## config.mk

```make
export PLATFORM = sky130hd
export DESIGN_NAME = alu_result_stage
export DESIGN_NICKNAME = d
export VERILOG_FILES = /design/src/rtl/alu_pkg.sv /design/src/rtl/wb_fifo.sv /design/src/rtl/alu_result_stage.sv
export SDC_FILE = /design/constraint.sdc
export NUM_CORES = 1
export LEC_CHECK = 0
export BUFFER_PORTS_ARGS = -buffer_cell sky130_fd_sc_hd__buf_2
export CAP_MARGIN = 20
export CORE_ASPECT_RATIO = 0.8
export CORE_MARGIN = 3
export CORE_UTILIZATION = 56
export CTS_CLUSTER_SIZE = 28
export DETAILED_ROUTE_END_ITERATION = 8
export GPL_TIMING_DRIVEN = 0
export PLACE_DENSITY = 0.84
export SETUP_SLACK_MARGIN = 0.05
export SLEW_MARGIN = 20
export SYNTH_ARGS = -nofsm -noshare
export SYNTH_HDL_FRONTEND = slang
export SYNTH_SLANG_ARGS = --single-unit
```

## constraint.sdc

```tcl
create_clock -name clk -period 3.1 [get_ports clk]
set_input_delay 0 -clock clk [delete_from_list [all_inputs] [get_ports clk]]
set_output_delay 0 -clock clk [all_outputs]
set_load 0.01 [all_outputs]
```

## src/rtl/alu_pkg.sv

```systemverilog
// ALU opcode encoding and retire-stage decode helpers.
package alu_pkg;

  localparam int unsigned CMD_W = 5;

  typedef enum logic [CMD_W-1:0] {
    CMD_ADD = 5'd0,
    CMD_SUB = 5'd1,
    CMD_AND = 5'd2,
    CMD_XOR = 5'd3,
    CMD_CMP = 5'd4,
    CMD_CEX = 5'd5,
    CMD_LSL = 5'd6,
    CMD_LSR = 5'd7,
    CMD_MOV = 5'd8
  } alu_cmd_t;

  // Ops that produce a register-file write (and refresh zero/parity flags).
  function automatic logic writes_reg(input logic [CMD_W-1:0] cmd);
    logic r;
    r = 1'b0;
    case (cmd)
      CMD_ADD, CMD_SUB, CMD_AND, CMD_XOR,
      CMD_LSL, CMD_LSR, CMD_MOV: r = 1'b1;
      default:                   r = 1'b0;
    endcase
    return r;
  endfunction

  // Ops whose shift/carry-out becomes the architectural carry flag.
  function automatic logic updates_sc(input logic [CMD_W-1:0] cmd);
    logic r;
    r = 1'b0;
    case (cmd)
      CMD_ADD, CMD_SUB, CMD_LSL, CMD_LSR: r = 1'b1;
      default:                            r = 1'b0;
    endcase
    return r;
  endfunction

  // Compare-class ops that resolve the condition flag.
  function automatic logic updates_cnd(input logic [CMD_W-1:0] cmd);
    logic r;
    r = 1'b0;
    case (cmd)
      CMD_CMP, CMD_CEX: r = 1'b1;
      default:          r = 1'b0;
    endcase
    return r;
  endfunction

endpackage

```

## src/rtl/wb_fifo.sv

```systemverilog
// Registered writeback FIFO: push->head visible next cycle, flush clears
// occupancy and wins over any same-cycle push/pop. Head reads 0 when empty.
module wb_fifo #(
  parameter int unsigned W     = 12,
  parameter int unsigned DEPTH = 2
) (
  input  logic                         clk,
  input  logic                         reset,
  input  logic                         push,
  input  logic                         pop,
  input  logic                         flush,
  input  logic [W-1:0]                 wr_data,
  output logic [W-1:0]                 rd_data,
  output logic [$clog2(DEPTH+1)-1:0]   count,
  output logic                         full,
  output logic                         empty
);

  localparam int unsigned PW = $clog2(DEPTH);
  localparam int unsigned CW = $clog2(DEPTH + 1);

  logic [W-1:0]  mem [DEPTH];
  logic [PW-1:0] wr_ptr;
  logic [PW-1:0] rd_ptr;
  logic          do_push;
  logic          do_pop;

  // Status decoded from stored occupancy only; a pop frees its slot next cycle.
  always_comb begin
    full    = (count == CW'(DEPTH));
    empty   = (count == CW'(0));
    do_push = push & ~full;
    do_pop  = pop & ~empty;
    rd_data = empty ? '0 : mem[rd_ptr];
  end

  // Storage write; pointers are power-of-two wide so they wrap naturally.
  always_ff @(posedge clk or posedge reset) begin
    if (reset) begin
      for (int i = 0; i < int'(DEPTH); i++) mem[i] <= '0;
    end else if (do_push && !flush) begin
      mem[wr_ptr] <= wr_data;
    end
  end

  // Pointer and occupancy tracking.
  always_ff @(posedge clk or posedge reset) begin
    if (reset) begin
      wr_ptr <= '0;
      rd_ptr <= '0;
      count  <= '0;
    end else if (flush) begin
      wr_ptr <= '0;
      rd_ptr <= '0;
      count  <= '0;
    end else begin
      if (do_push) wr_ptr <= wr_ptr + PW'(1);
      if (do_pop)  rd_ptr <= rd_ptr + PW'(1);
      case ({do_push, do_pop})
        2'b10:   count <= count + CW'(1);
        2'b01:   count <= count - CW'(1);
        default: count <= count;
      endcase
    end
  end

endmodule

```

## src/rtl/alu_result_stage.sv

```systemverilog
// Execute-to-writeback stage: architectural flags, writeback FIFO toward the
// register file, and a saturating retired-op counter.
// Optional feature macro: PARITY_FLAG_EN (adds the parity flag register).
module alu_result_stage
  import alu_pkg::*;
#(
  parameter int unsigned DW    = 8,
  parameter int unsigned AW    = 4,
  parameter int unsigned DEPTH = 2,
  parameter int unsigned CNT_W = 16
) (
  input  logic             clk,
  input  logic             reset,
  input  logic             in_valid,
  output logic             in_ready,
  input  logic [CMD_W-1:0] alu_cmd,
  input  logic [AW-1:0]    dest,
  input  logic [DW-1:0]    rslt,
  input  logic             sc_o,
  input  logic             cnd,
  input  logic             zero,
  input  logic             pari,
  input  logic             flush,
  output logic             sc_q,
  output logic             cnd_q,
  output logic             zero_q,
  output logic             pari_q,
  output logic             wb_valid,
  input  logic             wb_ready,
  output logic [AW-1:0]    wb_addr,
  output logic [DW-1:0]    wb_data,
  output logic [CNT_W-1:0] retired
);

  localparam int unsigned EW = DW + AW;
  localparam int unsigned CW = $clog2(DEPTH + 1);

  logic          accept;
  logic          push;
  logic          pop;
  logic [EW-1:0] fifo_wr_data;
  logic [EW-1:0] fifo_rd_data;
  logic [CW-1:0] fifo_count;
  logic          fifo_full;
  logic          fifo_empty;

  // Handshake and opcode decode; ready depends only on stored FIFO state.
  always_comb begin
    in_ready     = (fifo_count != CW'(DEPTH));
    accept       = in_valid & ~fifo_full;
    push         = accept & writes_reg(alu_cmd);
    pop          = wb_valid & wb_ready;
    fifo_wr_data = {dest, rslt};
    wb_valid     = ~fifo_empty;
    wb_addr      = fifo_rd_data[DW +: AW];
    wb_data      = fifo_rd_data[DW-1:0];
  end

  wb_fifo #(
    .W     (EW),
    .DEPTH (DEPTH)
  ) u_wb_fifo (
    .clk     (clk),
    .reset   (reset),
    .push    (push),
    .pop     (pop),
    .flush   (flush),
    .wr_data (fifo_wr_data),
    .rd_data (fifo_rd_data),
    .count   (fifo_count),
    .full    (fifo_full),
    .empty   (fifo_empty)
  );

  // Architectural carry/condition/zero flags, updated per opcode class on accept.
  always_ff @(posedge clk or posedge reset) begin
    if (reset) begin
      sc_q   <= 1'b0;
      cnd_q  <= 1'b0;
      zero_q <= 1'b0;
    end else if (accept) begin
      if (updates_sc(alu_cmd))  sc_q   <= sc_o;
      if (updates_cnd(alu_cmd)) cnd_q  <= cnd;
      if (writes_reg(alu_cmd))  zero_q <= zero;
    end
  end

`ifdef PARITY_FLAG_EN
  // Parity flag tracks the same ops as the zero flag.
  always_ff @(posedge clk or posedge reset) begin
    if (reset) begin
      pari_q <= 1'b0;
    end else if (accept && writes_reg(alu_cmd)) begin
      pari_q <= pari;
    end
  end
`else
  logic unused_pari;
  assign unused_pari = pari;
  assign pari_q      = 1'b0;
`endif

  // Retired-op counter, sticks at all-ones.
  always_ff @(posedge clk or posedge reset) begin
    if (reset) begin
      retired <= '0;
    end else if (accept && (retired != {CNT_W{1'b1}})) begin
      retired <= retired + CNT_W'(1);
    end
  end

endmodule

```

# Word-level counts from Yosys, hierarchy flattened

Cells that the tools add are included.

Memory bits (writable): 0
Bits in registers: 47
Output and inout bits: 34
Input bits: 26
Bits in read-only memories: 0
Latch bits: 0
Memories: 0

Magnitude comparators: 3
Eq/ne operators: 13
Bitwise gates (word level): 9
Shifts and indexed selects: 0
Reductions and logical operators: 15
Muxes and demuxes: 19
Divide/modulo/power cells: 0
Multiply operators: 0
$add $sub $neg: 5

Operators with widths:

| kind                    | number |
|---|---|
| $mux W12                | 5 |
| $bwmux W24              | 1 |
| $eq A5 B3 Y1 const B    | 4 |
| $add A16 B1 Y16 const B | 1 |
| $ne A16 B16 Y1 const B  | 1 |
| $demux W12 S1           | 1 |
| $eq A5 B2 Y1 const B    | 2 |
| $mux W1                 | 10 |
| $reduce_or A7 Y1        | 1 |
| $reduce_and A2 Y1       | 3 |
| $and A1 B1 Y1           | 5 |
| $eq A5 B1 Y1 const B    | 1 |
| $eq A5 B4 Y1 const B    | 1 |
| $logic_not A5 Y1        | 1 |
| $eq A2 B2 Y1 const B    | 2 |
| $ge A2 B2 Y1 const B    | 2 |
| $not A1 Y2              | 2 |
| $pmux W2 S2             | 1 |
| $reduce_bool A2 Y1      | 2 |
| $reduce_or A4 Y1        | 1 |
| $logic_and A1 B1 Y1     | 3 |
| $reduce_bool A3 Y1      | 1 |
| $add A1 B1 Y1 const B   | 2 |
| $add A2 B1 Y2 const B   | 1 |
| 9 further kinds         | 10 |

# Longest topological paths before layout

Depth after elaboration: 8
Depth in mapped cells: 7
Gate-level depth less buffers: 5

# Modules after synthesis

From an unflattened synthesis, not the netlist that was laid out.

Cells, all modules: 194
Area total of the unflattened synthesis: 2323.5 um^2

Modules (own cells, without submodules):

| module           | sequential area each (um^2) | area each (um^2) | instances | cells each |
|---|---|---|---|---|
| wb_fifo          | 700.7                       | 1312.5           | 1         | 103 |
| alu_result_stage | 475.5                       | 1011.0           | 1         | 91 |

# Worst setup path after synthesis

Ideal clock, no wire load.

Path type: reg2reg
Start point: reg retired[0]
End point: reg retired[1]
Path slack: 1.266 ns
Stages on the path, launching flop included: 7
Arrival: 1.709 ns
Path buffers: 1
Setup time: 0.125 ns
Path through: dfrtp_1 > ha_1 > and3_1 > and3_1 > clkbuf_1 > a21oi_1 > mux2_2

Cells in the longest elaborated chain, start to end: 2
Elaborated cells on any way between the ends: 3
Classes of those cells: 1 x add/sub; 1 x eq/ne; 1 x reduce/logical

Ends and longest elaborated chain:

| what                                                    | RTL line                | text |
|---|---|---|
| start: declaration                                      | alu_result_stage.sv:32  | `output logic [CNT_W-1:0] retired` |
| start signal: assignment                                | alu_result_stage.sv:108 | `retired <= retired + CNT_W'(1);` |
| branches (longest 2 deep; another with $add A16 B1 Y16) | n/a                     |  |

Parallel ways; which one is timed is not known.
A chain may end at the register's enable or synchronous reset.

# Worst setup path in the final report

Same ends and word-level chain as after synthesis.

==> impl_metrics.tcl <==
set metrics [dict create \
    status "finished clean" \
    powerDensity_mw_per_mm2 534 \
    cts_made_buffers 5 \
    grt_overflow 0 \
    slowest_stage "dfrtp_1" \
    critPathMaxStageDelay_ns 0.44 \
    avgSynthCellArea_um2 11.8 \
    worstSetupEndpointType "flop" \
    leakage_nw 1.45 \
    path_cells "ha_1 > and3_1 > and3_1 > clkbuf_1 > a21oi_1 > mux2_2" \
    viasPerCell 5.29 \
    drtAntennaViolNets 0 \
    peakVddDrop_v 0.000395 \
    die_y_um 63.5 \
    cts_tree "done" \
    drtIter0Drc 99 \
    wl_per_cell_um 14.7 \
    synth.largest_area_cell "dfrtp_1" \
    ys_warn_count 0 \
    fin_skew_ns 0.00545 \
    cts_root_buf "clkbuf_8" \
    coreArea_mm2 0.00388 \
    finalHoldViolCount 0 \
    cap_violations 0 \
    drc_errors 0 \
    startpoint "retired[0]" \
    yosysSeqAreaShare_pct 50.8 \
    min_from "wb_ready" \
    grt_pass1_vias 1755 \
    postCtsResizedCells 0 \
    maxSlewHeadroom_pct 66.3 \
    grt_first_pass_wirelength_um 8370 \
    diodes 0 \
    synth_flop_cell "dfrtp_1" \
    post-cts-setup-buffer-count 0 \
    final_util_pct 76.3 \
    antenna_found_initial 0 \
    min_period_ns 2.02 \
    worst_path_most_repeated_cell "and3_1" \
    grt_usage_pct 21.4 \
    hp-class "in2reg" \
    fin_tns_setup_ns 0 \
    gp_routability_congestion 0.760 \
    crit_type "reg2reg" \
    worstReg2RegStart "retired[0]" \
    slew_viol_final 0 \
    port_buffers 57 \
    num_vias 1768 \
    synthesis.nets 223 \
    worst_slack_ns 1.08 \
    start_kind "flop" \
    syn_area_mm2 0.00232 \
    synthToLayoutAreaGrowth_pct 27.8 \
    dp_hpwl_um 3270 \
    async_reset_ff_share_pct 100 \
    wl_um 4900 \
    firstDrtPassIters 4 \
    synthCells 196 \
    dpl.cell_count 309 \
    arrival_ns 2.20 \
    grt_max_degree 37 \
    die_w_um 77.9 \
    floorplan.die_area_mm2 0.00495 \
    synth.top_cell.area_share_pct 50.8 \
    fin_cells 334 \
    synth_edf_count 0 \
    post-route-period-util_pct 65.1 \
    h-tree-depth 2 \
    fill_cells 258 \
    nets 305 \
    crit_fanout 6 \
    clk_pin_slew_ns 0.08 \
    ctsLongestPathBuffers 2 \
    ys_types 37 \
    setup_violations 0 \
    dpl_worst_slack_ns 1.11 \
    max_freq_mhz 496 \
    ys_seq_elements 47 \
    clock-sinks 47 \
    drive_gt1_share_pct 37.6 \
    synth_area_leaders "dfrtp_1, mux2_2, mux2i_1" \
    worstPathRequired_ns 3.28 \
    rsz0062_at_grt "false" \
    worst_slew_pin_slew_ns 0.506 \
    rows 20 \
    io-pin-count 60 \
    clk_latency_ns 0.29 \
    initial_core_util_pct 59.7 \
    cts-hold-fix-buffers 17 \
]
## synthesized netlist by cell type, types with 2 or more instances
master	instances
a211oi_1	3
a21oi_1	4
and3_1	5
and4_1	4
buf_2	2
buf_4	3
buf_6	2
clkbuf_1	3
dfrtp_1	47
inv_1	3
mux2_2	28
mux2i_1	12
nand2_1	7
nand2b_1	3
nand3_1	8
nand4_1	3
nor2_1	17
nor3_1	6
o21ai_0	3
xnor2_1	4
xor2_1	13
## stage by stage
stage          power (W)  instance area [um2]  hold WS [ns]
4_1_cts          0.00159                 2960        0.0294
3_3_place_gp     0.00116                 2670         0.237
6_report         0.00158                 2960        0.0375
2_1_floorplan    0.00104                 2320        0.0631
5_1_grt          0.00168                 2960        0.0760
3_5_place_dp     0.00118                 2690       -0.0484
## area by class of cell
class                      instances  area, um2  share of cell area [%]
buffer                            10       66.3                    2.24
clock buffer                       8        100                    3.38
inverter                           3       11.3                   0.380
multi-input combinational        136       1060                    35.9
sequential                        47       1180                    39.7
tap                               55       68.8                    2.32
timing repair buffer              75        475                    16.1
## routing by layer
| layer | up-vias | global-route usage [%] | share of wire, % |
|---|---|---|---|
| met5 | - | 0 | 0 |
| met4 | 0 | 6.33 | 1.0 |
| met3 | 4 | 4.57 | 4.1 |
| met2 | 42 | 35.9 | 50 |
| met1 | 868 | 28.0 | 45 |
| li1 | 854 | - | - |
## final timing paths
path	end	depth (start not counted)	slack, ns
min reg2reg	retired[7]	1	0.50
max in group asynchronous	u_wb_fifo.mem[3]	4	2.45
max	retired[1]	6	1.08
min in group asynchronous	retired[1]	3	0.18
min	u_wb_fifo.count[1]	4	0.04
max reg2reg	retired[1]	6	1.08
## where the power goes
part | total, W | switching, W | leakage, nW | internal (W)
logic | 0.000364 | 0.000169 | 0.789 | 0.000195
clock network | 0.000392 | 0.000189 | 0.0515 | 0.000204
registers | 0.000824 | 0.0000951 | 0.609 | 0.000729
## state kept, by name, summed over array words and instances (netlist names)
name / cells
retired: 16
u_wb_fifo.count: 2
u_wb_fifo.mem: 24
u_wb_fifo.wr_ptr: 1
zero_q: 1
sc_q: 1
cnd_q: 1
u_wb_fifo.rd_ptr: 1
## worst max-delay path: cells and delay by family (launching register included)
kind | cells | cell delay [ns]
muxes | 1 | 0.37
buffers and inverters | 1 | 0.16
AOI/OAI and AO/OA | 1 | 0.31
and+or+nand+nor | 2 | 0.39
adders and majority gates | 1 | 0.24
DFF | 1 | 0.44
## placed cells by master (no fill, tap or decap), types with 2 or more instances in the layout
cell type	count
nand4_1	3
nor2_1	17
nand2_1	7
buf_4	3
clkbuf_1	4
a211oi_1	3
buf_2	59
clkbuf_8	7
nand3_1	8
and3_1	5
dfrtp_1	47
dlygate4sd3_1	17
and4_1	4
xor2_1	13
mux2_2	28
buf_6	2
a21oi_1	4
xnor2_1	4
o21ai_0	3
inv_1	2
nand2b_1	3
nor3_1	6
mux2i_1	12
## cell families after synthesis
logic type                 synth area share (%)
and+or+nand+nor                            16.3
DFF                                        50.8
muxes                                      18.8
xor gates and xnor gates                   6.43
AOI/OAI and AO/OA                          3.62
buffers and inverters                      3.35
adders and majority gates                 0.540
other                                     0.162
Power figures use the tool's default switching activity.
